[src/rtl/muldiv_unit.sv]
// Iterative multiply/divide unit with HI/LO result registers.
// One radix-2 step per cycle: shift-add for MULT/MULTU, restoring division for DIV/DIVU.
// Ports:
//   clk_i, rst_i           clock, asynchronous active-high reset
//   start_i, op_i          launch (accepted when not busy); 00 MULT, 01 MULTU, 10 DIV, 11 DIVU
//   rs_i, rt_i             multiplicand/dividend, multiplier/divisor
//   flush_i                abort the in-flight operation
//   hi_we_i, lo_we_i       MTHI/MTLO writes of wdata_i (honoured only when not busy)
//   busy_o, done_o, dbz_o  status; done_o and dbz_o pulse when an operation updates HI/LO
//   hi_o, lo_o             HI/LO registers
module muldiv_unit #(
  parameter int unsigned WIDTH = 32,
  parameter int unsigned CNT_W = $clog2(WIDTH) + 1
) (
  input  logic             clk_i,
  input  logic             rst_i,
  input  logic             start_i,
  input  logic [1:0]       op_i,
  input  logic [WIDTH-1:0] rs_i,
  input  logic [WIDTH-1:0] rt_i,
  input  logic             flush_i,
  input  logic             hi_we_i,
  input  logic             lo_we_i,
  input  logic [WIDTH-1:0] wdata_i,
  output logic             busy_o,
  output logic             done_o,
  output logic             dbz_o,
  output logic [WIDTH-1:0] hi_o,
  output logic [WIDTH-1:0] lo_o
);

  localparam int unsigned PW = 2 * WIDTH;

  localparam logic [1:0] S_IDLE = 2'd0;
  localparam logic [1:0] S_CALC = 2'd1;
  localparam logic [1:0] S_FIX  = 2'd2;
  localparam logic [1:0] S_DONE = 2'd3;

  localparam logic [CNT_W-1:0] CNT_LAST = CNT_W'(WIDTH - 1);

  logic [1:0]       state_q, state_d;
  logic [CNT_W-1:0] cnt_q;
  logic             is_div_q, dbz_q, sign_diff_q, rem_neg_q;
  logic [WIDTH-1:0] opnd_q, acc_hi_q, acc_lo_q;

  logic             launch_c, rs_neg_c, rt_neg_c, start_dbz_c;
  logic [WIDTH-1:0] rs_mag_c, rt_mag_c;
  logic [WIDTH:0]   mul_sum_c, div_sh_c;
  logic             div_ge_c;
  logic [WIDTH-1:0] div_diff_c, iter_hi_c, iter_lo_c;
  logic [PW-1:0]    prod_c, prod_fix_c;
  logic [WIDTH-1:0] quot_fix_c, rem_fix_c, fix_hi_c, fix_lo_c;

  // Operand capture: magnitudes for signed ops, divide-by-zero detection.
  always_comb begin
    launch_c    = start_i && (state_q == S_IDLE || state_q == S_DONE);
    rs_neg_c    = ~op_i[0] & rs_i[WIDTH-1];
    rt_neg_c    = ~op_i[0] & rt_i[WIDTH-1];
    rs_mag_c    = rs_neg_c ? (~rs_i + WIDTH'(1)) : rs_i;
    rt_mag_c    = rt_neg_c ? (~rt_i + WIDTH'(1)) : rt_i;
    start_dbz_c = op_i[1] && (rt_i == '0);
  end

  // One iteration. Multiply: acc_lo holds the multiplier and shifts out as the product
  // shifts in. Divide: acc_hi is the partial remainder, acc_lo shifts dividend out / quotient in.
  always_comb begin
    mul_sum_c  = {1'b0, acc_hi_q} + (acc_lo_q[0] ? {1'b0, opnd_q} : '0);
    div_sh_c   = {acc_hi_q, acc_lo_q[WIDTH-1]};
    div_ge_c   = div_sh_c >= {1'b0, opnd_q};
    div_diff_c = WIDTH'(div_sh_c - {1'b0, opnd_q});
    if (is_div_q) begin
      iter_hi_c = div_ge_c ? div_diff_c : div_sh_c[WIDTH-1:0];
      iter_lo_c = {acc_lo_q[WIDTH-2:0], div_ge_c};
    end else begin
      iter_hi_c = mul_sum_c[WIDTH:1];
      iter_lo_c = {mul_sum_c[0], acc_lo_q[WIDTH-1:1]};
    end
  end

  // Sign correction. Most-negative / -1 needs no special case: the negated
  // quotient magnitude 2^(W-1) is the most-negative value itself.
  always_comb begin
    prod_c     = {acc_hi_q, acc_lo_q};
    prod_fix_c = sign_diff_q ? (~prod_c + PW'(1)) : prod_c;
    quot_fix_c = sign_diff_q ? (~acc_lo_q + WIDTH'(1)) : acc_lo_q;
    rem_fix_c  = rem_neg_q ? (~acc_hi_q + WIDTH'(1)) : acc_hi_q;
    if (dbz_q) begin
      fix_hi_c = acc_hi_q;
      fix_lo_c = '1;
    end else if (is_div_q) begin
      fix_hi_c = rem_fix_c;
      fix_lo_c = quot_fix_c;
    end else begin
      fix_hi_c = prod_fix_c[PW-1:WIDTH];
      fix_lo_c = prod_fix_c[WIDTH-1:0];
    end
  end

  // Next-state logic.
  always_comb begin
    state_d = state_q;
    case (state_q)
      S_IDLE, S_DONE: begin
        if (start_i) state_d = start_dbz_c ? S_FIX : S_CALC;
        else         state_d = S_IDLE;
      end
      S_CALC: begin
        if (flush_i)                state_d = S_IDLE;
        else if (cnt_q == CNT_LAST) state_d = S_FIX;
      end
      S_FIX:   state_d = flush_i ? S_IDLE : S_DONE;
      default: state_d = S_IDLE;
    endcase
  end

  // State register and status flags, registered from the next state.
  always_ff @(posedge clk_i or posedge rst_i) begin
    if (rst_i) begin
      state_q <= S_IDLE;
      busy_o  <= 1'b0;
      done_o  <= 1'b0;
      dbz_o   <= 1'b0;
    end else begin
      state_q <= state_d;
      busy_o  <= (state_d == S_CALC) || (state_d == S_FIX);
      done_o  <= (state_d == S_DONE);
      dbz_o   <= (state_d == S_DONE) && dbz_q;
    end
  end

  // Iteration counter; returns to zero whenever CALC is left.
  always_ff @(posedge clk_i or posedge rst_i) begin
    if (rst_i)                                         cnt_q <= '0;
    else if (state_q == S_CALC && state_d == S_CALC)   cnt_q <= cnt_q + CNT_W'(1);
    else                                               cnt_q <= '0;
  end

  // Operand capture and iteration datapath.
  always_ff @(posedge clk_i or posedge rst_i) begin
    if (rst_i) begin
      is_div_q    <= 1'b0;
      dbz_q       <= 1'b0;
      sign_diff_q <= 1'b0;
      rem_neg_q   <= 1'b0;
      opnd_q      <= '0;
      acc_hi_q    <= '0;
      acc_lo_q    <= '0;
    end else if (launch_c) begin
      is_div_q    <= op_i[1];
      dbz_q       <= start_dbz_c;
      sign_diff_q <= rs_neg_c ^ rt_neg_c;
      rem_neg_q   <= rs_neg_c;
      if (op_i[1]) begin
        opnd_q   <= rt_mag_c;
        acc_hi_q <= start_dbz_c ? rs_i : '0;
        acc_lo_q <= rs_mag_c;
      end else begin
        opnd_q   <= rs_mag_c;
        acc_hi_q <= '0;
        acc_lo_q <= rt_mag_c;
      end
    end else if (state_q == S_CALC) begin
      acc_hi_q <= iter_hi_c;
      acc_lo_q <= iter_lo_c;
    end
  end

  // HI/LO: MTHI/MTLO while idle, result writeback from FIX unless flushed.
  always_ff @(posedge clk_i or posedge rst_i) begin
    if (rst_i) begin
      hi_o <= '0;
      lo_o <= '0;
    end else if (!busy_o) begin
      if (hi_we_i) hi_o <= wdata_i;
      if (lo_we_i) lo_o <= wdata_i;
    end else if (state_q == S_FIX && !flush_i) begin
      hi_o <= fix_hi_c;
      lo_o <= fix_lo_c;
    end
  end

endmodule

[config.mk]
export PLATFORM = sky130hd
export DESIGN_NAME = muldiv_unit
export DESIGN_NICKNAME = d
export VERILOG_FILES = /design/src/rtl/muldiv_unit.sv
export SDC_FILE = /design/constraint.sdc
export NUM_CORES = 1
export LEC_CHECK = 0
export BUFFER_PORTS_ARGS = -buffer_cell sky130_fd_sc_hd__buf_2
export CORE_ASPECT_RATIO = 0.6
export CORE_MARGIN = 4
export CORE_UTILIZATION = 30
export DETAILED_ROUTE_END_ITERATION = 8
export SLEW_MARGIN = 20
export SYNTH_ARGS = -nofsm -noshare
export SYNTH_HDL_FRONTEND = slang
export SYNTH_SLANG_ARGS = --single-unit
[constraint.sdc]
create_clock -name clk_i -period 8.35 [get_ports clk_i]
set_input_delay 0.835 -clock clk_i [delete_from_list [all_inputs] [get_ports clk_i]]
set_output_delay 0.835 -clock clk_i [all_outputs]
set_load 0.05 [all_outputs]
==> results of run 1 <==
-- synth_stat cells, types with 5 or more instances --
cell      instances  share of area (%)
and3_1           23               0.92
buf_1            14               0.34
o21a_1           12               0.58
dfrtp_1         175                 28
nand3_1          34                1.1
xnor2_1         109                6.1
inv_1            63                1.5
nand2b_1         22               0.88
nor2_1          192                4.6
mux2i_1          40                2.6
clkbuf_1        110                2.6
and2_1            8               0.32
a211oi_1          8               0.38
or2_2             6               0.24
a22oi_1           6               0.29
nand2_1         254                6.1
a221oi_1          9               0.50
o21bai_1          5               0.24
a211o_1           5               0.28
or4_1            10               0.48
o211ai_1         48                2.3
o31ai_1          21                1.0
nand4_1          22               0.88
xor2_1           63                3.5
o311ai_0          5               0.28
a21o_1           38                1.8
a21oi_1         178                5.7
nor4_1           17               0.68
a31oi_1          17               0.68
o22ai_1          37                1.5
o221ai_1          7               0.39
ha_1             73                5.8
nor3_1           31               0.99
o21ai_0         259                8.3
o41ai_1          14               0.78
or3_1            22               0.88
nor2b_1          14               0.56
-- sequential cells by signal, indices dropped and copies added (netlist names) --
| name | cells |
|---|---|
| is_div_q | 1 |
| cnt_q | 6 |
| rem_neg_q | 1 |
| dbz_q | 1 |
| dbz_o | 1 |
| acc_lo_q | 32 |
| done_o | 1 |
| busy_o | 1 |
| hi_o | 32 |
| sign_diff_q | 1 |
| acc_hi_q | 32 |
| state_q | 2 |
| opnd_q | 32 |
| lo_o | 32 |
-- worst min path at each step --
| stage | start | end | slack, ns | cells after the start |
|---|---|---|---|---|
| floorplan | cnt_q[0] | cnt_q[0] | 0.43 | 1 |
| global placement | cnt_q[0] | cnt_q[0] | 0.45 | 1 |
| detailed placement | lo_o[20] | lo_o[20] | 0.46 | 2 |
| CTS | rst_i | acc_lo_q[13] | 0.43 | 2 |
| global route | rst_i | acc_lo_q[11] | 0.44 | 2 |
| finish | rst_i | acc_lo_q[11] | 0.42 | 2 |
-- final cells by class --
type	instances	area, sq um	share of cell area, %
diodes	1	2.50	0.0141
clock buffers	18	439	2.48
clock inverters	14	150	0.848
inverters	65	249	1.41
multi-input cells	1691	10500	59.6
flip-flops and latches	175	4380	24.8
well taps	693	867	4.90
repair buffers	198	1060	6.01
-- layer usage --
layer	GRT usage (%)	up-vias	part of all wire, %
met4	3.46	2	1.1
met3	9.59	62	14
met1	40.2	8098	47
met2	33.2	937	38
li1	-	7615	-
met5	0	-	0.016
-- stage by stage --
stage	utilization, %	setup slack (ns)	cells	power, uW
after global placement	33.4	3.91	2822	4720
final	34.5	4.08	2855	5730
after floorplan	-	2.77	2060	3550
after detailed placement	33.4	3.74	2822	4730
after global routing	34.5	3.74	2854	6030
after CTS	34.5	3.71	2854	5590
-- kinds of logic after synthesis --
group / count (synthesis) / synth area share (%)
compound gates: 716 / 28.1
simple gates: 686 / 20.7
buf+inv: 194 / 4.75
flops: 175 / 28.0
xor+xnor: 172 / 9.63
fa+ha+maj: 75 / 6.10
mux: 42 / 2.70
-- power by group through the flow --
stage	Sequential [uW]	Combinational, uW	Clock (uW)
global placement	1440	3290	0
detailed placement	1450	3280	0
finish	1450	3420	852
CTS	1430	3300	854
floorplan	1490	2060	0
global route	1470	3670	892
==> metrics.md, run 1 <==
| Metric | Value |
|---|---|
| Status | `complete, no violations` |
| Cells after synthesis | `~2000` |
| Final Hold Viols | `0` |
| Via Count | `16700` |
| Psw | `between 3000 and 4000 uW` |
| Syn Nets | `about 2200` |
| Period minus WS final | `approximately 4.3 ns` |
| CTS Buf Count | `17` |
| CP max stage cell | `a2111oi_0` |
| Initial Util | `30.5%` |
| Hold Path Class | `in -> async` |
| Post-CTS setup buffer count | `0` |
| VDD IR-drop max | `~0.18 mV` |
| Pin slew with the least headroom to its limit | `around 1 ns` |
| Die extent in y | `185 um` |
| Setup TNS | `0 ns` |
| Gr usage total | `25.7%` |
| Mapped Avg Cell Area | `~7.6 sq um` |
| CP cell instances | `inv_2 -> nor2_1 -> fa_1 -> a21oi_1 -> a2bb2oi_1 -> a21boi_2 -> a2111oi_0 -> o31a_1 -> o311a_1 -> o41ai_2 -> xnor2_1 -> a221oi_1 -> a21oi_1` |
| Peak fanout along the critical path | `32` |
| Sequential power share | `25.4%` |
| Layout cells sized above 1 | `around 13%` |
| First-pass GRT wire length | `about 110 mm` |
| Clock Latency Late Sink | `between 0.4 and 0.5 ns` |
| Final ANT Viol Nets | `0` |
| Worst path depth | `13` |
| Nets@finish | `approximately 2300` |
| Final worst path period share | `approximately half` |
| CP Launch Type | `flip-flop` |
| Most common cell after layout, fill and taps aside | `o21ai_0` |
| Core area | `between 50000 and 60000 sq um` |
| Setup CP Type | `reg -> reg` |
| Die width | `303 um` |
| Pwr per Cell Area | `~320 nW/um^2` |
| Mapped Area | `~16000 sq um` |
| Antenna violations before repair | `4` |
| Crit path arrival time | `4.62 ns` |
| CP required | `around 8.7 ns` |
| Synth unique cells | `86` |
| Crit path top cell by count | `a21oi_1` |
| CTS resizes | `0` |
| Clock sinks | `roughly 180` |
| Clk root buf | `clkbuf_16` |
| Commonest non-fill, non-tap cells in the layout | `259 x o21ai_0, 252 x nand2_1, 192 x nor2_1` |
| Rows | `64` |
| Detailed Routing Iterations Pass 1 | `8` |
| Clock Power Share | `14.9%` |
| # IOs | `around 170` |
| Clk slew on worst S/H paths | `around 0.080 ns` |
| Worst path top cell family by delay | `compound AO/OA/AOI/OAI gates` |
| Number of synthesized flops with an enable pin | `0` |
| CTS tree | `yes` |
| Via density | `5.85` |
| Vias in the first global route | `~15000` |
| Initial drt markers | `between 2000 and 2500` |
| P&R area growth vs syn | `13.2%` |
| Number of synthesized register bits | `approximately 180` |
| RSZ-0062 raised after global routing | `no` |
| Worst R2R Start | `acc_lo_q[0]` |
| Slew HR | `about a third` |
| Worst path bufs/invs | `1` |
| Comb pwr share | `between 50% and 60%` |
| Hold_buf cts | `0` |
| Leak Pwr | `roughly 0.0075 uW` |
| Final instance area | `around 18000 sq um` |
| Fmax | `0.234 GHz` |
| CTS H-tree depth | `4` |
| Worst Setup SP | `acc_lo_q[0]` |
| Endpoint type of the worst setup path | `flip-flop` |
| Fin Clk Skew | `between 0.01 and 0.015 ns` |
| Filler cells | `5497` |
| Dpl cell area | `around 17000 sq um` |
| Routed len/inst | `~26 um` |
| Worst Setup EP | `acc_hi_q[29]` |
| Max clock buf depth | `2` |
| Worst R2R End | `acc_hi_q[29]` |
| Warnings from Yosys | `0` |
| Gpl congestion | `around 1.0` |
| DRC Markers | `0` |
| Switch share | `a little under three fifths` |
| Reg2reg setup slack | `slightly above 4 ns` |
| Hpwl dp | `approximately 60 mm` |
| Fin. max-slew vios | `0` |
| Fraction of registers with async set or reset after synthesis | `100%` |
| Total Wirelength | `73.6 mm` |
| Largest net degree at the start of global routing | `about 110` |
| Final setup fails | `0` |
| Total grt overflow | `0` |
| Final hold slack | `0.415 ns` |
| R2R depth | `13` |
| IO Port Bufs | `170` |
| Synth Flop Type | `dfrtp_1` |
| Internal power | `around 2600 uW` |
| Max-capacitance violation count | `0` |
| CP max stage delay | `0.57 ns` |
| DIE AREA | `~56000 sq um` |
| Sequential fraction of the synthesis area | `approximately 28%` |
Power figures use the tool's default switching activity.
==> run 2, diff against run 1 <==
==> constraint.sdc (replaced) <==
create_clock -name clk_i -period 4 [get_ports clk_i]
set_input_delay 0.4 -clock clk_i [delete_from_list [all_inputs] [get_ports clk_i]]
set_output_delay 0.4 -clock clk_i [all_outputs]
set_load 0.05 [all_outputs]
==> run 2 against run 1 <==
Against the previous run:
- clock power increased by 110%
- largest cell class unchanged
- critical endpoint unchanged
- non-clock buffer count is 69 higher
- utilization up 1.1 points
- combinational power rose by 140%
- setup slack got worse by 3.9 ns
- power is 120% higher
- wire length grew 2.6%
- critical path depth is 1 higher
==> metrics.md, run 2 (same netlist as run 1, synthesis figures left out) <==
| Metric | Value |
|---|---|
| Antenna violations before repair | `8` |
| Final setup fails | `0` |
| Worst Setup SP | `acc_lo_q[0]` |
| First-pass GRT wire length | `between 100 and 150 mm` |
| Layout cells sized above 1 | `15.5%` |
| Routed len/inst | `around 26 um` |
| Max-capacitance violation count | `0` |
| Nets@finish | `~2400` |
| Multi-input logic area | `approximately 11000 sq um` |
| CP max stage cell | `dfrtp_2` |
| Die extent in y | `about 180 um` |
| CP required | `4.36 ns` |
| Post-layout power | `around 13000 uW` |
| CP max stage delay | `approximately 0.49 ns` |
| CTS H-tree depth | `4` |
| Initial Util | `a little under a third` |
| Worst R2R Start | `acc_lo_q[0]` |
| Initial drt markers | `between 2000 and 2500` |
| Final WS setup | `approximately 0.18 ns` |
| Clock sinks | `roughly 180` |
| Filler cells | `5476` |
| Dpl ws | `-0.0243 ns` |
| Core area | `around 51000 sq um` |
| Crit path arrival time | `approximately 4.2 ns` |
| CP cell instances | `and2_1 -> ha_1 -> fa_1 -> a21oi_1 -> a2bb2oi_1 -> a21boi_2 -> a2111oi_1 -> buf_4 -> o31a_1 -> o311a_1 -> o41ai_2 -> xnor2_1 -> a221oi_1 -> a21oi_1` |
| Peak fanout along the critical path | `7` |
| Detailed Routing Iterations Pass 1 | `7` |
| Storage cell area | `roughly 4400 sq um` |
| Final Hold Viols | `0` |
| Fmax | `approximately 0.26 GHz` |
| Leak Pwr | `0.00781 uW` |
| Clock Latency Late Sink | `between 0.4 and 0.5 ns` |
| Gr usage total | `about a quarter` |
| CTS Buf Count | `17` |
| Slew HR | `roughly 25%` |
| Setup CP Type | `reg -> reg` |
| Status | `complete, no violations` |
| VDD IR-drop max | `0.353 mV` |
| DIE AREA | `about 56000 sq um` |
| Gpl congestion | `approximately 1.1` |
| Pin slew with the least headroom to its limit | `1.12 ns` |
| Most common cell after layout, fill and taps aside | `o21ai_0` |
| Pwr per Cell Area | `slightly below 700 nW/um^2` |
| Vias in the first global route | `between 15000 and 20000` |
| Period minus WS final | `about 3.8 ns` |
| # IOs | `between 150 and 200` |
| Rows | `64` |
| Via density | `5.87` |
| Hold Path Class | `in -> async` |
| Final worst path period share | `a little over nine tenths` |
| Die width | `just over 300 um` |
| Final ANT Viol Nets | `0` |
| DRC Markers | `0` |
| Via Count | `17200` |
| Fin. max-slew vios | `0` |
| Largest net degree at the start of global routing | `about 110` |
| Hpwl dp | `approximately 60 mm` |
| IO Port Bufs | `170` |
| Clk root buf | `clkbuf_16` |
| Total Wirelength | `between 70 and 80 mm` |
| Commonest non-fill, non-tap cells in the layout | `258 x o21ai_0, 253 x nand2_1, 192 x nor2_1` |
| Clk slew on worst S/H paths | `about 0.080 ns` |
| Total grt overflow | `0` |
| CTS tree | `yes` |
| Crit path top cell by count | `a21oi_1` |
| Hold_buf cts | `0` |
| CP Launch Type | `flip-flop` |
| P&R area growth vs syn | `16.8%` |
| Worst path top cell family by delay | `compound AO/OA/AOI/OAI gates` |
| Final hold slack | `0.146 ns` |
| Fin Clk Skew | `between 0.02 and 0.025 ns` |
| Endpoint type of the worst setup path | `flip-flop` |
| Max clock buf depth | `2` |
| Worst path bufs/invs | `1` |
| RSZ-0062 raised after global routing | `no` |
==> run 2: cell count changes in the layout (fill, tap and decap cells not counted), sizes merged <==
cell | before | now
clkbuf | 18 | 19
bufinv | 0 | 1
clkinv | 8 | 6
diode | 1 | 2
clkinvlp | 1 | 5
buf | 198 | 267
inv | 70 | 67
==> run 2: layout make-up <==
type / count / area share, %
clock inverters: 13 / 0.713
flip-flops and latches: 175 / 24.0
clock buffers: 19 / 2.43
repair inverters: 1 / 0.0411
diodes: 2 / 0.0274
well taps: 693 / 4.75
multi-input cells: 1691 / 57.8
inverters: 65 / 1.38
repair buffers: 267 / 8.87
==> run 2: per-stage QoR <==
stage	util [%]	instances	area, sq um	TNS (ns)
4_1_cts	35.5	2919	18200	0
3_3_place_gp	34.4	2887	17600	0
5_1_grt	35.6	2924	18300	0
3_5_place_dp	34.4	2887	17600	-0.0243
6_report	35.6	2926	18300	0
2_1_floorplan	-	2060	15600	0
==> run 2: worst reg2reg max path: stages (launching register included) <==
cell	delay (ns)
dfrtp_2	0.49
and2_1	0.19
ha_1	0.21
fa_1	0.43
a21oi_1	0.21
a2bb2oi_1	0.31
a21boi_2	0.16
a2111oi_1	0.39
buf_4	0.18
o31a_1	0.20
o311a_1	0.33
o41ai_2	0.13
xnor2_1	0.13
a221oi_1	0.25
a21oi_1	0.10
==> run 2: metal layers <==
layer,up-vias,track usage [%],share of wire (%)
li1,7764,-,-
met1,8292,41.4,48
met2,1034,32.9,36
met3,80,11.1,14
met4,10,4.31,1.3
met5,-,0,0.073
==> run 2: where the power goes <==
| group | leakage (uW) | internal [uW] | switching, uW |
|---|---|---|---|
| registers | 0.00213 | 2180 | 646 |
| clock network | 0.000278 | 891 | 872 |
| logic | 0.00541 | 2790 | 5280 |
| total | 0.00781 | 5860 | 6800 |
==> run 2: what timing repair did <==
item,in CTS,in global routing
endpoints found under the setup margin,1,9
cloned,0,1
setup buffers,0,4
resized for setup,1,6
==> run 2: worst paths after layout <==
path	endpoint	slack, ns	cells after the start
max	acc_hi_q[29]	0.18	14
min	opnd_q[10]	0.15	2
max reg2reg	acc_hi_q[29]	0.18	14
min reg2reg	cnt_q[0]	0.47	1
max in group asynchronous	lo_o[26]	2.94	3
min in group clk_i	hi_o[8]	0.24	3
